<file path="config.mk">
export PLATFORM = sky130hd
export DESIGN_NAME = fp_significand_align_flat
export DESIGN_NICKNAME = d
export VERILOG_FILES = /design/src/rtl/fp_significand_align_if.sv /design/src/rtl/fp_significand_align.sv /design/src/flat_wrapper.sv
export SDC_FILE = /design/constraint.sdc
export NUM_CORES = 1
export LEC_CHECK = 0
export ABC_AREA = 1
export ABC_CLOCK_PERIOD_IN_PS = 6100
export BUFFER_PORTS_ARGS = -buffer_cell sky130_fd_sc_hd__buf_2
export CAP_MARGIN = 20
export CORE_ASPECT_RATIO = 0.75
export CORE_MARGIN = 2
export CORE_UTILIZATION = 33
export CTS_BUF_LIST = sky130_fd_sc_hd__clkbuf_4 sky130_fd_sc_hd__clkbuf_8
export DETAILED_ROUTE_END_ITERATION = 16
export GPL_TIMING_DRIVEN = 0
export PLACE_DENSITY = 0.55
export SYNTH_ARGS = -nofsm -noshare
export SYNTH_HDL_FRONTEND = slang
export SYNTH_SLANG_ARGS = --single-unit
</file>
<file path="constraint.sdc">
create_clock -name clk -period 6.1 [get_ports clk]
set_clock_uncertainty 0.05 [all_clocks]
set_input_delay 0.915 -clock clk [delete_from_list [all_inputs] [get_ports clk]]
set_output_delay 0.915 -clock clk [all_outputs]
set_load 0.005 [all_outputs]
</file>
<file path="src/rtl/fp_significand_align_if.sv">
// Handshake bundle for the significand alignment stage: an input beat
// (sign, magnitude, shift) and an aligned two's-complement result beat.
interface fp_significand_align_if #(
  parameter int MANT_W  = 24,
  parameter int SHIFT_W = 5,
  parameter int OUT_W   = 32
);
  logic               in_valid;
  logic               in_ready;
  logic               in_sign;
  logic [MANT_W-1:0]  in_sig;
  logic [SHIFT_W-1:0] in_shift;
  logic               out_valid;
  logic               out_ready;
  logic [OUT_W-1:0]   out_data;
  logic               out_zero;
  logic               out_sticky;

  // Producer of input beats and consumer of results
  modport master (
    output in_valid, in_sign, in_sig, in_shift, out_ready,
    input  in_ready, out_valid, out_data, out_zero, out_sticky
  );

  // The alignment stage itself
  modport slave (
    input  in_valid, in_sign, in_sig, in_shift, out_ready,
    output in_ready, out_valid, out_data, out_zero, out_sticky
  );
endinterface

</file>
<file path="src/rtl/fp_significand_align.sv">
// FPU front-end: right-aligns a sign-magnitude significand with guard/round/
// sticky bits, then converts it to a sign-extended two's-complement operand.
// Two register stages, one result per cycle, full valid/ready backpressure.
module fp_significand_align #(
  parameter int MANT_W  = 24,
  parameter int GUARD_W = 3,
  parameter int SHIFT_W = 5,
  parameter int OUT_W   = 32
) (
  input  logic                  clk,
  input  logic                  reset,
  fp_significand_align_if.slave bus
);
  localparam int EXT_W = MANT_W + GUARD_W;

  generate
    if (OUT_W < EXT_W + 1) begin : g_bad_width
      $error("fp_significand_align: OUT_W must be at least MANT_W+GUARD_W+1");
    end
  endgenerate

  // Returns {sticky, magnitude}; shifted-out bits are ORed into the LSB.
  function automatic logic [EXT_W:0] align(input logic [MANT_W-1:0] sig,
                                           input logic [SHIFT_W-1:0] sh);
    logic [EXT_W-1:0] ext;
    logic [EXT_W-1:0] mask;
    logic [EXT_W-1:0] mag;
    logic             lost;
    ext = {sig, {GUARD_W{1'b0}}};
    if (int'(sh) >= EXT_W) begin
      lost = |sig;
      mag  = EXT_W'(lost);
    end else begin
      mask   = ~({EXT_W{1'b1}} << sh);
      lost   = |(ext & mask);
      mag    = ext >> sh;
      mag[0] = mag[0] | lost;
    end
    return {lost, mag};
  endfunction

  // Negation wraps at OUT_W bits; the magnitude never reaches the sign bit.
  function automatic logic signed [OUT_W-1:0] to_twos(input logic sign,
                                                      input logic [EXT_W-1:0] mag);
    logic signed [OUT_W-1:0] zext;
    zext = OUT_W'(mag);
    return sign ? (~zext + OUT_W'(1)) : zext;
  endfunction

  logic                    vld_p1;
  logic                    vld_p2;
  logic                    adv2;
  logic [EXT_W:0]          align_res;
  logic                    sign_p1;
  logic                    sticky_p1;
  logic [EXT_W-1:0]        mag_p1;
  logic signed [OUT_W-1:0] data_p2;
  logic                    zero_p2;
  logic                    sticky_p2;

  // Stage 2 frees up when empty or drained; stage 1 accepts when it can move on.
  assign adv2         = !vld_p2 || bus.out_ready;
  assign bus.in_ready = !vld_p1 || adv2;
  assign align_res    = align(bus.in_sig, bus.in_shift);

  // Per-stage valid bits; reset discards anything in flight.
  always_ff @(posedge clk) begin
    if (reset) begin
      vld_p1 <= 1'b0;
      vld_p2 <= 1'b0;
    end else begin
      if (bus.in_ready) vld_p1 <= bus.in_valid;
      if (adv2)         vld_p2 <= vld_p1;
    end
  end

  // ---- stage 1: align magnitude, capture sign and sticky ----
  always_ff @(posedge clk) begin
    if (bus.in_valid && bus.in_ready) begin
      mag_p1    <= align_res[EXT_W-1:0];
      sticky_p1 <= align_res[EXT_W];
      sign_p1   <= bus.in_sign;
    end
  end

  // ---- stage 2: convert to two's complement, held while stalled ----
  always_ff @(posedge clk) begin
    if (vld_p1 && adv2) begin
      data_p2   <= to_twos(sign_p1, mag_p1);
      zero_p2   <= (mag_p1 == '0);
      sticky_p2 <= sticky_p1;
    end
  end

  // Outputs read as zero whenever no result is present (including after reset).
  assign bus.out_valid  = vld_p2;
  assign bus.out_data   = vld_p2 ? data_p2 : '0;
  assign bus.out_zero   = vld_p2 && zero_p2;
  assign bus.out_sticky = vld_p2 && sticky_p2;
endmodule

</file>
<file path="src/flat_wrapper.sv">
// flat-port wrapper written by rule: the top's interface ports become plain ports
module fp_significand_align_flat 
#(
  parameter int MANT_W  = 24,
  parameter int GUARD_W = 3,
  parameter int SHIFT_W = 5,
  parameter int OUT_W   = 32
)
  (clk, reset, bus_in_valid, bus_in_sign, bus_in_sig, bus_in_shift, bus_out_ready, bus_in_ready, bus_out_valid, bus_out_data, bus_out_zero, bus_out_sticky);
  fp_significand_align_if #(.MANT_W(MANT_W), .SHIFT_W(SHIFT_W), .OUT_W(OUT_W)) bus_i ();
  input  logic clk;
  input  logic reset;
  input wire logic [$bits(bus_i.in_valid)-1:0] bus_in_valid;
  input wire logic [$bits(bus_i.in_sign)-1:0] bus_in_sign;
  input wire logic [$bits(bus_i.in_sig)-1:0] bus_in_sig;
  input wire logic [$bits(bus_i.in_shift)-1:0] bus_in_shift;
  input wire logic [$bits(bus_i.out_ready)-1:0] bus_out_ready;
  output wire logic [$bits(bus_i.in_ready)-1:0] bus_in_ready;
  output wire logic [$bits(bus_i.out_valid)-1:0] bus_out_valid;
  output wire logic [$bits(bus_i.out_data)-1:0] bus_out_data;
  output wire logic [$bits(bus_i.out_zero)-1:0] bus_out_zero;
  output wire logic [$bits(bus_i.out_sticky)-1:0] bus_out_sticky;
  assign bus_i.in_valid = bus_in_valid;
  assign bus_i.in_sign = bus_in_sign;
  assign bus_i.in_sig = bus_in_sig;
  assign bus_i.in_shift = bus_in_shift;
  assign bus_i.out_ready = bus_out_ready;
  assign bus_in_ready = bus_i.in_ready;
  assign bus_out_valid = bus_i.out_valid;
  assign bus_out_data = bus_i.out_data;
  assign bus_out_zero = bus_i.out_zero;
  assign bus_out_sticky = bus_i.out_sticky;
  fp_significand_align #(.MANT_W(MANT_W), .GUARD_W(GUARD_W), .SHIFT_W(SHIFT_W), .OUT_W(OUT_W)) u_core (.clk(clk), .reset(reset), .bus(bus_i));
endmodule
</file>
==> out/summary.txt, run 1 <==
CRITICAL PATH
-----------------------------------------------------------------------------------------------------------------
Kind of critical path                                                                                flip-flop to primary output
Launching element type of the critical path                                                             flip-flop
Crit path DAT                                                                                             1.75 ns
Crit path max fanout                                                                                           10
CP Capture Type                                                                                      primary output
Required time worst endpoint                                                                              5.13 ns
Length in cells of the worst reg-to-reg path                                                                    5

GRT
-----------------------------------------------------------------------------------------------------------------
Wire length of the first global-routing pass                                                            22,350 um
Vias in the first global route                                                                              4,388
Gr ovfl total                                                                                                   0
Antenna violations before repair                                                                                0
Gr usage total                                                                                             18.96%
Maximum number of pins on one net before global-route repair                                                   30

POWER AND IR DROP
-----------------------------------------------------------------------------------------------------------------
Pwr Total                                                                                                1.149 mW
Cell leakage power                                                                                       2.769 nW
Max VDD drop                                                                                           0.08408 mV
Cell area power density                                                                              208.9 nW/um^2

STA
-----------------------------------------------------------------------------------------------------------------
Setup TNS after final layout                                                                                 0 ns
Period utilization                                                                                         44.44%
Final hold violations                                                                                           0
Number of failing setup endpoints in the final timing report                                                    0
Slew @ Worst Pin                                                                                        0.6472 ns
Fmax                                                                                                    368.9 MHz
Headroom to the max-slew limit                                                                             56.69%
Max-slew violation total from the final report                                                                  0
Tmin final                                                                                               2.711 ns
RSZ-0062 raised after global routing                                                                        false

CLOCKING
-----------------------------------------------------------------------------------------------------------------
Clock insertion delay at the later pin of the skew report                                                 0.35 ns
Clock tree from TritonCTS                                                                                    done
CTS clock-pin slew for the worst setup and hold paths                                                     0.06 ns
Count of clock tree sinks                                                                                      65
Longest Clk Path Bufs                                                                                           2
Number of hold buffers added after cts                                                                          0
Quantity of gates resized following cts                                                                         0
Root Buffer                                                                                          sky130_fd_sc_hd__clkbuf_8
Setup fix buffers added after clock tree synthesis                                                              0
Total CTS buffers                                                                                               9
Maximum level of the CTS H-tree                                                                                 3

DIE
-----------------------------------------------------------------------------------------------------------------
Die extent in y                                                                                          107.4 um
Number of placed I/O pins                                                                                      70
DIE AREA                                                                                             15,230 sq um
Floorplan row count                                                                                            37
Starting density of the core                                                                               33.98%
Placeable core area                                                                                  13,840 sq um
Die extent in x                                                                                          141.9 um

SYNTHESIS
-----------------------------------------------------------------------------------------------------------------
Combinational family with the most area after synthesis                                              simple AND/OR/NAND/NOR gates
Xor/xnor cell area share of the yosys netlist                                                              4.283%
Synth Area per Inst                                                                                   6.886 sq um
Post-synth top flop                                                                                  sky130_fd_sc_hd__edfxtp_1
Synthesized-area fraction occupied by ao, oa, aoi and oai cells                                            5.773%
Most instantiated library cell after synthesis                                                       sky130_fd_sc_hd__nand2_1
Most numerous cell types in the synthesized netlist                                                  sky130_fd_sc_hd__nand2_1 (251), sky130_fd_sc_hd__nand3_1 (100), sky130_fd_sc_hd__inv_1 (77)
Cell types occupying the most area after synthesis                                                   sky130_fd_sc_hd__edfxtp_1 (40%), sky130_fd_sc_hd__nand2_1 (20%), sky130_fd_sc_hd__nand3_1 (11%)
Total number of yosys warnings                                                                                  0
Arithmetic-cell share of the synthesized area counting full adders, half adders and majority gates        0.2660%
Post-synthesis sequential element count                                                                        65
Syn nets                                                                                                      718
Mux share of post-synthesis cell area                                                                          0%
Post-Synth Simple-Gate Area                                                                                38.68%
Fraction of the yosys area taken by sequential cells                                                       41.07%
Cell count after synthesis                                                                                    683
Count of different cell masters after synthesis                                                                33
Number of synthesized flops with an enable pin                                                                 63
Post-synthesis instance area                                                                           4703 sq um
Fraction of post-synthesis cell area in the top cell type by area                                          40.22%
Share of flip-flops with an asynchronous set or reset after synthesis                                          0%
Cell taking the most area after synthesis                                                            sky130_fd_sc_hd__edfxtp_1

FINISH
-----------------------------------------------------------------------------------------------------------------
Sequential Area                                                                                        1932 sq um
Fillers                                                                                                     1,510
Antenna diodes                                                                                                  0
Fin nets                                                                                                      798
Area Growth Syn to Fin                                                                                     16.97%
Layout cell share with drive strength beyond 1                                                             14.58%
Area occupied by multi-input gates                                                                     2316 sq um

PLACE
-----------------------------------------------------------------------------------------------------------------
Final HPWL from detailed placement                                                                      11,260 um
Total of buffers placed on input and output ports                                                              67
Placer's final routability congestion estimate                                                             0.9258

WORST HOLD PATH
-----------------------------------------------------------------------------------------------------------------
Class of the tightest hold or removal check                                                          flip-flop to flip-flop
Worst hold path cell count                                                                                      0

ROUTING
-----------------------------------------------------------------------------------------------------------------
Drt drc                                                                                                         0
Number of nets still failing antenna checks after routing                                                       0
Average via count per standard cell                                                                         5.027
DRC marker count from the first detailed-route iteration                                                      397
Detailed Routing Iterations Pass 1                                                                              5
Wire length per cell after detailed routing                                                              14.68 um
Via count                                                                                                   4,740
Final wirelength                                                                                        13,850 um

STATUS
-----------------------------------------------------------------------------------------------------------------
Outcome                                                                                              finished, final reports clean

RUN
-----------------------------------------------------------------------------------------------------------------
Max_cap viols                                                                                                   0

[worst max-delay path: stages, from the launching register on]
cell and delay [ns]:
sky130_fd_sc_hd__dfxtp_1 0.32, sky130_fd_sc_hd__clkbuf_1 0.44, sky130_fd_sc_hd__clkbuf_1 0.38, sky130_fd_sc_hd__nand2_1 0.09, sky130_fd_sc_hd__inv_1 0.07, sky130_fd_sc_hd__buf_2 0.10
[placed cells by master (no fill, tap or decap), types with 2 or more instances in the layout]
master,n
sky130_fd_sc_hd__buf_2,77
sky130_fd_sc_hd__clkinv_1,2
sky130_fd_sc_hd__clkbuf_1,11
sky130_fd_sc_hd__dfxtp_1,2
sky130_fd_sc_hd__clkbuf_8,9
sky130_fd_sc_hd__a41oi_1,2
sky130_fd_sc_hd__nand3_1,100
sky130_fd_sc_hd__a22o_1,2
sky130_fd_sc_hd__xnor2_1,4
sky130_fd_sc_hd__o21ai_0,13
sky130_fd_sc_hd__buf_4,8
sky130_fd_sc_hd__nand2_1,251
sky130_fd_sc_hd__inv_1,77
sky130_fd_sc_hd__xor2_1,19
sky130_fd_sc_hd__o21ai_1,16
sky130_fd_sc_hd__nand4_1,5
sky130_fd_sc_hd__edfxtp_1,63
sky130_fd_sc_hd__nor2_1,59
sky130_fd_sc_hd__nor3_1,3
sky130_fd_sc_hd__nor2_4,3
sky130_fd_sc_hd__and2_1,5
sky130_fd_sc_hd__clkinv_2,2
sky130_fd_sc_hd__clkbuf_4,3
sky130_fd_sc_hd__o21bai_1,2
sky130_fd_sc_hd__a21oi_1,7
sky130_fd_sc_hd__or2_1,5
sky130_fd_sc_hd__inv_2,5
[cell type report]
cell class	instances	share of cell area, %
inverter	83	5.663
sequential	65	35.11
timing repair buffer	69	6.868
multi-input combinational	505	42.10
clock buffer	12	2.661
tap	175	3.980
clock inverter	4	0.7960
buffer	30	2.820
[per-layer routing]
metal,wire length [um],vias up,GRT usage (%)
met5,0,-,0
met4,204,0,4.714
met3,1249,18,5.649
met2,5365,202,26.39
met1,7026,2157,28.44
li1,-,2363,-
[where the power goes]
group          leakage [nW]  internal (mW)  switching [mW]  total (mW)
sequential            0.622          0.528          0.0177       0.546
clock                 0.102          0.200           0.153       0.352
combinational          2.04         0.0838           0.167       0.251
total                  2.77          0.812           0.337        1.15
[stage by stage]
step	utilization, %	std cells	setup WS, ns	instance area, sq um	hold WS [ns]
floorplan	-	683	2.975	4703	0.3503
global placement	37.98	925	2.276	5258	0.3580
detailed placement	38.26	926	3.523	5296	0.3662
CTS	39.64	942	3.296	5487	0.3833
global route	39.75	943	3.119	5502	0.3940
finish	39.75	943	3.389	5502	0.3820
[state kept, by name (all words and copies together), names as in the netlist]
| name | cells |
|---|---|
| u_core.bus.out_valid | 1 |
| u_core.data_p2 | 32 |
| u_core.mag_p1 | 27 |
| u_core.sign_p1 | 1 |
| u_core.sticky_p1 | 1 |
| u_core.sticky_p2 | 1 |
| u_core.vld_p1 | 1 |
| u_core.zero_p2 | 1 |
[path summary, 6_finish.rpt]
check,start,end,slack (ns)
worst max-delay path,u_core.bus.out_valid,bus_out_data[27],3.39
worst min-delay path,u_core.sticky_p1,u_core.sticky_p2,0.38
worst max register to register,u_core.bus.out_valid,u_core.mag_p1[9],4.17
worst min register to register,u_core.sticky_p1,u_core.sticky_p2,0.38
[kinds of logic after synthesis]
| kind of cell | count (synthesis) |
|---|---|
| flops | 65 |
| xor+xnor | 23 |
| buf+inv | 113 |
| simple gates | 433 |
| fa+ha+maj | 1 |
| compound gates | 48 |
Note: power is estimated with default switching activity, not from simulation.
==> run 2, diff against run 1 <==
- ABC_AREA: 1 -> 0
- ABC_CLOCK_PERIOD_IN_PS: 6100 -> 2410
- PLACE_DENSITY: 0.55 -> 0.57
- clock period: 6.1 -> 2.41 ns (I/O delays scaled with it)
==> run 2 against run 1 <==
Sequential share of layout area rose by 1.7 points. Via count fell by 22%. Sequential cell count did not move. Total power rose by 140%. Global-route usage fell by 2.4 points. Die area fell by 4.3%. Clock power rose by 130%. Clock-buffer cell count fell by 2. Area after synthesis fell by 4.4%.
==> out/summary.txt, run 2 <==
GRT
-------------------------------------------------------------------------------------
Met2 track demand over resource in global routing                              24.81%   -1.6 points
GR met1 Demand/Resource                                                        24.36%   -4.1 points
Antenna violations before repair                                                    0   unchanged
Gr ovfl total                                                                       0   unchanged
Gr usage total                                                                 16.60%   -2.4 points
Wire length of the first global-routing pass                                19,380 um   -13%
GR Layer Usage met3                                                            3.529%   -2.1 points
Maximum number of pins on one net before global-route repair                       35   +17%
Vias in the first global route                                                  3,586   -18%
Busiest grt layer                                                                met2

STA
-------------------------------------------------------------------------------------
Number of failing setup endpoints in the final timing report                        0   unchanged
Final setup slack of the worst path                                        0.02483 ns   -3.364 ns
Smallest hold slack                                                         0.1450 ns   -0.2370 ns
Max-slew violation total from the final report                                      0   unchanged
Period utilization                                                             98.97%
Slew @ Worst Pin                                                            0.9139 ns   +0.2667 ns
Fmax                                                                        419.3 MHz
Setup TNS after final layout                                                     0 ns   unchanged
Tmin final                                                                   2.385 ns
Headroom to the max-slew limit                                                 38.94%   -18 points
Final hold violations                                                               0   unchanged

FINISH
-------------------------------------------------------------------------------------
Layout cell share with drive strength beyond 1                                 25.69%   +11 points
Most frequent standard cell in the layout excluding fill and tap cells   sky130_fd_sc_hd__buf_2
Fillers                                                                         1,336   -12%
Final core utilization                                                         39.94%   +0.19 points
Non-filler instance count after layout                                            677   -28%
Biggest regs                                                             u_core.data_p2 x32, u_core.mag_p1 x27
Post-route cell area                                                       5253 sq um   -4.5%
Antenna diodes                                                                      0   unchanged
Area Growth Syn to Fin                                                         16.84%
Fin nets                                                                          536   -33%
Largest reg by FF count                                                  u_core.data_p2
Most used cells in the layout excluding fill and tap cells               sky130_fd_sc_hd__buf_2 (71), sky130_fd_sc_hd__edfxtp_1 (63), sky130_fd_sc_hd__nand2_1 (44)
Flip-flop count of the largest register after layout                               32   unchanged

CLOCKING
-------------------------------------------------------------------------------------
Root Buffer                                                              sky130_fd_sc_hd__clkbuf_8
Maximum level of the CTS H-tree                                                     3   unchanged
Clock tree from TritonCTS                                                        done
Clock insertion delay at the later pin of the skew report                     0.33 ns   -0.02 ns
CTS clock-pin slew for the worst setup and hold paths                         0.07 ns   about the same
Number of hold buffers added after cts                                              0   unchanged
Total CTS buffers                                                                   9   unchanged
Count of clock tree sinks                                                          65   unchanged
Longest Clk Path Bufs                                                               2   unchanged

CRITICAL PATH
-------------------------------------------------------------------------------------
CP Capture Type                                                             flip-flop
Required time worst endpoint                                                  2.44 ns   -2.69 ns
Crit path max fanout                                                                7   -3
Series of cell instances along the critical path                         nor4_1 -> nor2b_1 -> nand3_4 -> o41a_2
Launching element type of the critical path                                 flip-flop
Kind of critical path                                                    flip-flop to flip-flop
Worst path max stage delay                                                    0.53 ns   +0.09 ns
Crit path DAT                                                                 2.41 ns   +0.66 ns
Slowest library cell on the worst path                                   sky130_fd_sc_hd__nor4_1

DIE
-------------------------------------------------------------------------------------
Die extent in x                                                              138.8 um   -2.2%
DIE AREA                                                                 14,580 sq um   -4.3%
Floorplan row count                                                                36   -2.7%
Die extent in y                                                              105.1 um   -2.2%
Placeable core area                                                      13,150 sq um   -5.0%
Number of placed I/O pins                                                          70   unchanged
Starting density of the core                                                   34.18%   +0.20 points

ROUTING
-------------------------------------------------------------------------------------
Via count                                                                       3,709   -22%
Average via count per standard cell                                             5.479   +9.0%
Number of nets still failing antenna checks after routing                           0   unchanged
Detailed Routing Iterations Pass 1                                                  4   -1
DRC marker count from the first detailed-route iteration                          264   -34%
Final wirelength                                                            12,020 um   -13%
Wire length per cell after detailed routing                                  17.76 um   +21%
Drt drc                                                                             0   unchanged

STATUS
-------------------------------------------------------------------------------------
Outcome                                                                  finished, final reports clean

SYNTHESIS
-------------------------------------------------------------------------------------
Number of synthesized flops with an enable pin                                     63   unchanged
Total number of yosys warnings                                                      0   unchanged
Fraction of post-synthesis cell area in the top cell type by area              42.08%   +1.9 points
Fraction of the yosys area taken by sequential cells                           42.97%   +1.9 points
Post-synthesis sequential element count                                            65   unchanged
Cell taking the most area after synthesis                                sky130_fd_sc_hd__edfxtp_1
Post-synthesis instance area                                               4496 sq um   -4.4%
Most numerous cell types in the synthesized netlist                      sky130_fd_sc_hd__edfxtp_1 (63), sky130_fd_sc_hd__nand2_1 (44), sky130_fd_sc_hd__and2_1 (40)
Syn nets                                                                          460   -36%
Synth Area per Inst                                                       10.58 sq um   +54%
Cell types occupying the most area after synthesis                       sky130_fd_sc_hd__edfxtp_1 (42%), sky130_fd_sc_hd__mux4_2 (9.0%), sky130_fd_sc_hd__and2_1 (5.6%)
Most instantiated library cell after synthesis                           sky130_fd_sc_hd__edfxtp_1
Post-synth top flop                                                      sky130_fd_sc_hd__edfxtp_1
Count of different cell masters after synthesis                                    56   +70%
Cell count after synthesis                                                        425   -38%
Share of flip-flops with an asynchronous set or reset after synthesis              0%   unchanged

PLACE
-------------------------------------------------------------------------------------
Total of buffers placed on input and output ports                                  64   -4.5%
Placer's final routability congestion estimate                                 0.9712   +4.9%
Final HPWL from detailed placement                                            9341 um   -17%
Post-Place Cells                                                                  661   -29%
Post-Place Setup Slack                                                     -0.2612 ns   -3.784 ns
Area of placed instances                                                   5052 sq um   -4.6%

POWER AND IR DROP
-------------------------------------------------------------------------------------
Max VDD drop                                                                0.3070 mV   +270%
Pwr Total                                                                    2.781 mW   +140%
Cell area power density                                                  529.5 nW/um^2   +150%
Cell leakage power                                                           1.923 nW   -31%

WORST HOLD PATH
-------------------------------------------------------------------------------------
Class of the tightest hold or removal check                              input port to flip-flop

RUN
-------------------------------------------------------------------------------------
Max_cap viols                                                                       0   unchanged

run 2: cell types whose count changed after synthesis, sizes merged, moves of 8 or more:
cell / before / now
nand3: 100 / 11
nor2: 63 / 23
mux2i: 0 / 19
xnor2: 4 / 25
mux4: 0 / 18
inv: 82 / 5
clkbuf: 11 / 21
and2: 5 / 40
xor2: 19 / 0
nand2: 251 / 44
nor2b: 0 / 8
run 2: area by class of cell:
type | instances | area, sq um | area share, %
Multi-Input combinational cell | 322 | 2440 | 46.45
Clock inverter | 6 | 43.79 | 0.8337
Clock buffer | 10 | 131.4 | 2.501
Tap cell | 171 | 214.0 | 4.073
Inverter | 5 | 18.77 | 0.3573
Timing Repair Buffer | 65 | 335.3 | 6.384
Sequential cell | 65 | 1932 | 36.78
Buffer | 33 | 137.6 | 2.620
run 2: worst max-delay path: cells and delay by family, from the launching register on:
family           cells  cell delay (ns)
flip-flops           1             0.45
AO/OA/AOI/OAI        1             0.49
AND/OR/NAND/NOR      3             1.15
run 2: routing by layer:
layer	vias up	share of wire [%]
li1	1751	-
met1	1778	47
met2	171	44
met3	9	8.3
met4	0	0.83
met5	-	0
run 2: cell families (layout without fill, tap and decap cells):
| logic type | Yosys count | in the layout | synth area share (%) |
|---|---|---|---|
| buffers and inverters | 38 | 119 | 3.451 |
| AND/OR/NAND/NOR | 155 | 155 | 18.76 |
| multiplexers | 41 | 41 | 14.25 |
| flip-flops | 65 | 65 | 42.97 |
| XOR/XNOR | 25 | 25 | 4.871 |
| AO/OA/AOI/OAI | 98 | 98 | 14.97 |
| adder cells (fa/ha/maj) | 3 | 3 | 0.7236 |
run 2: final timing paths:
kind,cells past startpoint,to,slack (ns),startpoint
min reg2reg,0,u_core.sticky_p2,0.37,u_core.sticky_p1
max,4,u_core.data_p2[27],0.02,u_core.mag_p1[9]
max reg2reg,4,u_core.data_p2[27],0.02,u_core.mag_p1[9]
min,2,u_core.bus.out_valid,0.14,reset
run 2: report_power, final:
group,switching (mW),internal (mW)
registers,0.0510,1.34
logic,0.344,0.251
clock network,0.408,0.387
run 2: repair_timing:
| action | CTS | global route |
|---|---|---|
| resized for setup | 0 | 5 |
| setup endpoints to repair | 0 | 6 |
| buffers inserted | 0 | 0 |
==> run 3, diff against run 2 <==
- PLACE_DENSITY: 0.57 -> unset
==> run 3 against run 2 <==
Critical path type unchanged. Die area stayed put. Sequential power is essentially flat. Largest cell class unchanged. Total power up 7.8%. Clock power increased by 27%. Critical endpoint unchanged. Maximum frequency rose by 2.3%. Critical path depth is the same. Combinational power hardly changed. Sequential share of layout area shrank 0.22 points. Global-route usage increased by 0.36 points. First-iteration DRC count decreased by 9.1%. Sequential cell count is the same. Design area rose by 0.60%.
==> out/summary.txt, run 3 (synthesis results as in run 2) <==
DIE
-------------------------------------------------------------------------------------
Die extent in x                                                              138.8 um   unchanged
DIE AREA                                                                 14,580 sq um   unchanged
Floorplan row count                                                                36   unchanged
Die extent in y                                                              105.1 um   unchanged
Starting density of the core                                                   34.18%   unchanged
Number of placed I/O pins                                                          70   unchanged
Placeable core area                                                      13,150 sq um   unchanged

CLOCKING
-------------------------------------------------------------------------------------
CTS clock-pin slew for the worst setup and hold paths                         0.08 ns   about the same
Maximum level of the CTS H-tree                                                     3   unchanged
Count of clock tree sinks                                                          65   unchanged
Clock tree from TritonCTS                                                        done
Clock insertion delay at the later pin of the skew report                     0.34 ns   about the same
Setup fix buffers added after clock tree synthesis                                  0   unchanged
Total CTS buffers                                                                   9   unchanged
Root Buffer                                                              sky130_fd_sc_hd__clkbuf_8
Longest Clk Path Bufs                                                               2   unchanged

CRITICAL PATH
-------------------------------------------------------------------------------------
Worst path max stage delay                                                    0.55 ns   +0.02 ns
Required time worst endpoint                                                  2.45 ns   about the same
Crit path DAT                                                                 2.37 ns   -0.04 ns
Series of cell instances along the critical path                         or4_4 -> or4_1 -> buf_2 -> o41a_2
CP Capture Type                                                             flip-flop
Launching element type of the critical path                                 flip-flop
Slowest library cell on the worst path                                   sky130_fd_sc_hd__or4_4
Kind of critical path                                                    flip-flop to flip-flop
Crit path max fanout                                                                6   -1
Critical path's top delay family                                         simple AND/OR/NAND/NOR gates
Number of buffer and inverter instances along the worst setup path                  1   +1

FINISH
-------------------------------------------------------------------------------------
Flip-flop count of the largest register after layout                               32   unchanged
Most frequent standard cell in the layout excluding fill and tap cells   sky130_fd_sc_hd__buf_2
Largest reg by FF count                                                  u_core.data_p2
Biggest regs                                                             u_core.data_p2 x32, u_core.mag_p1 x27
Post-route cell area                                                       5284 sq um   +0.60%
Fin nets                                                                          536   unchanged
Non-filler instance count after layout                                            677   unchanged
Layout cell share with drive strength beyond 1                                 25.89%   +0.20 points
Fillers                                                                         1,310   -1.9%
Antenna diodes                                                                      0   unchanged
Area Growth Syn to Fin                                                         17.53%
Final core utilization                                                         40.17%   +0.24 points
Most used cells in the layout excluding fill and tap cells               sky130_fd_sc_hd__buf_2 (71), sky130_fd_sc_hd__edfxtp_1 (63), sky130_fd_sc_hd__nand2_1 (44)

WORST HOLD PATH
-------------------------------------------------------------------------------------
Class of the tightest hold or removal check                              input port to flip-flop

POWER AND IR DROP
-------------------------------------------------------------------------------------
Share of power burned in the clock network                                      33.8%   +5.2 points
Cell leakage power                                                           1.936 nW   +0.68%
Internal portion of total power                                              2.172 mW   +9.8%
Cell area power density                                                  567.3 nW/um^2   +7.1%
Relative contribution of sequential cells to total power                        46.4%   -3.6 points
Pwr Total                                                                    2.998 mW   +7.8%
Max VDD drop                                                                0.2870 mV   -6.5%
Proportion of total power due to net switching                                 27.54%   -1.3 points
Power dissipated by switching net loads                                     0.8255 mW   +2.9%
Logic gate share of total power                                                 19.8%   -1.6 points

STA
-------------------------------------------------------------------------------------
Smallest hold slack                                                         0.1351 ns   -0.009872 ns
Final setup slack of the worst path                                        0.07801 ns   +0.05318 ns
Tmin final                                                                   2.332 ns   -0.05318 ns
Setup TNS after final layout                                                     0 ns   unchanged
Headroom to the max-slew limit                                                 38.80%   -0.14 points
Final hold violations                                                               0   unchanged
RSZ-0062 raised after global routing                                             true
Fmax                                                                        428.8 MHz   +2.3%
Number of failing setup endpoints in the final timing report                        0   unchanged
Max-slew violation total from the final report                                      0   unchanged
Period utilization                                                             96.76%   -2.2 points
Slew @ Worst Pin                                                            0.9160 ns   +0.002105 ns

ROUTING
-------------------------------------------------------------------------------------
Drt drc                                                                             0   unchanged
DRC marker count from the first detailed-route iteration                          240   -9.1%
Average via count per standard cell                                             5.578   +1.8%
Detailed Routing Iterations Pass 1                                                  4   unchanged
Via count                                                                       3,776   +1.8%
Wire length per cell after detailed routing                                  17.95 um   +1.1%
Number of nets still failing antenna checks after routing                           0   unchanged
Final wirelength                                                            12,150 um   +1.1%

PLACE
-------------------------------------------------------------------------------------
Post-Place Setup Slack                                                     -0.3077 ns   -0.04654 ns
Final HPWL from detailed placement                                            9297 um   -0.47%
Area of placed instances                                                   5052 sq um   unchanged
Placer's final routability congestion estimate                                 0.9463   -2.6%
Total of buffers placed on input and output ports                                  64   unchanged
Post-Place Cells                                                                  661   unchanged

GRT
-------------------------------------------------------------------------------------
Wire length of the first global-routing pass                                19,870 um   +2.6%
Gr ovfl total                                                                       0   unchanged
Gr usage total                                                                 16.96%   +0.36 points
Vias in the first global route                                                  3,757   +4.8%
Maximum number of pins on one net before global-route repair                       35   unchanged
Antenna violations before repair                                                    0   unchanged

RUN
-------------------------------------------------------------------------------------
Max_cap viols                                                                       0   unchanged

STATUS
-------------------------------------------------------------------------------------
Outcome                                                                  finished, final reports clean

[run 3: changes by cell type in the layout (fill, tap and decap cells not counted)]
cell                         previous run  this run
sky130_fd_sc_hd__o31ai_2                1         2
sky130_fd_sc_hd__clkbuf_4               1         0
sky130_fd_sc_hd__o41a_4                 1         0
sky130_fd_sc_hd__clkinvlp_4             1         2
sky130_fd_sc_hd__o41a_2                 2         3
sky130_fd_sc_hd__bufinv_16              0         2
sky130_fd_sc_hd__nand3_2                0         1
sky130_fd_sc_hd__nand3_4                2         1
sky130_fd_sc_hd__o31ai_1                6         5
sky130_fd_sc_hd__clkinv_4               2         0
[run 3: worst paths after layout]
kind / cells after the start / slack, ns / endpoint / start
max: 4 / 0.08 / u_core.data_p2[27] / u_core.mag_p1[18]
min: 2 / 0.14 / u_core.bus.out_valid / reset
max reg2reg: 4 / 0.08 / u_core.data_p2[27] / u_core.mag_p1[18]
min reg2reg: 0 / 0.37 / u_core.sticky_p2 / u_core.sticky_p1
[run 3: what timing repair did]
action / 4_1_cts / 5_1_grt
gates resized for setup: 0 / 4
hold buffers: 0 / 0
setup endpoints to repair: 0 / 7
[run 3: area by class of cell]
class                           count  area (sq um)  area share [%]
Timing Repair Buffer               65         335.3           6.346
Inverter                            5         18.77          0.3552
Clock inverter                      7         93.84           1.776
Clock buffer                        9         123.9           2.344
Buffer                             33         137.6           2.605
Sequential cell                    65          1932           36.56
Multi-Input combinational cell    322          2429           45.96
Tap cell                          171         214.0           4.049
[run 3: per-layer routing]
layer / track usage, % / wire length [um] / share of wire (%) / up-vias
met5: 0 / 0 / 0 / -
met4: 5.483 / 177 / 1.5 / 0
met3: 3.071 / 877 / 7.2 / 21
met2: 25.48 / 5161 / 42 / 168
met1: 24.73 / 5932 / 49 / 1827
li1: - / - / - / 1760
[run 3: power groups by stage]
stage / registers (mW) / logic, mW / clock network (mW)
floorplan: 1.40 / 0.392 / 0
global placement: 1.41 / 0.571 / 0
detailed placement: 1.42 / 0.582 / 0
CTS: 1.39 / 0.585 / 1.03
global route: 1.40 / 0.647 / 1.08
finish: 1.39 / 0.593 / 1.01
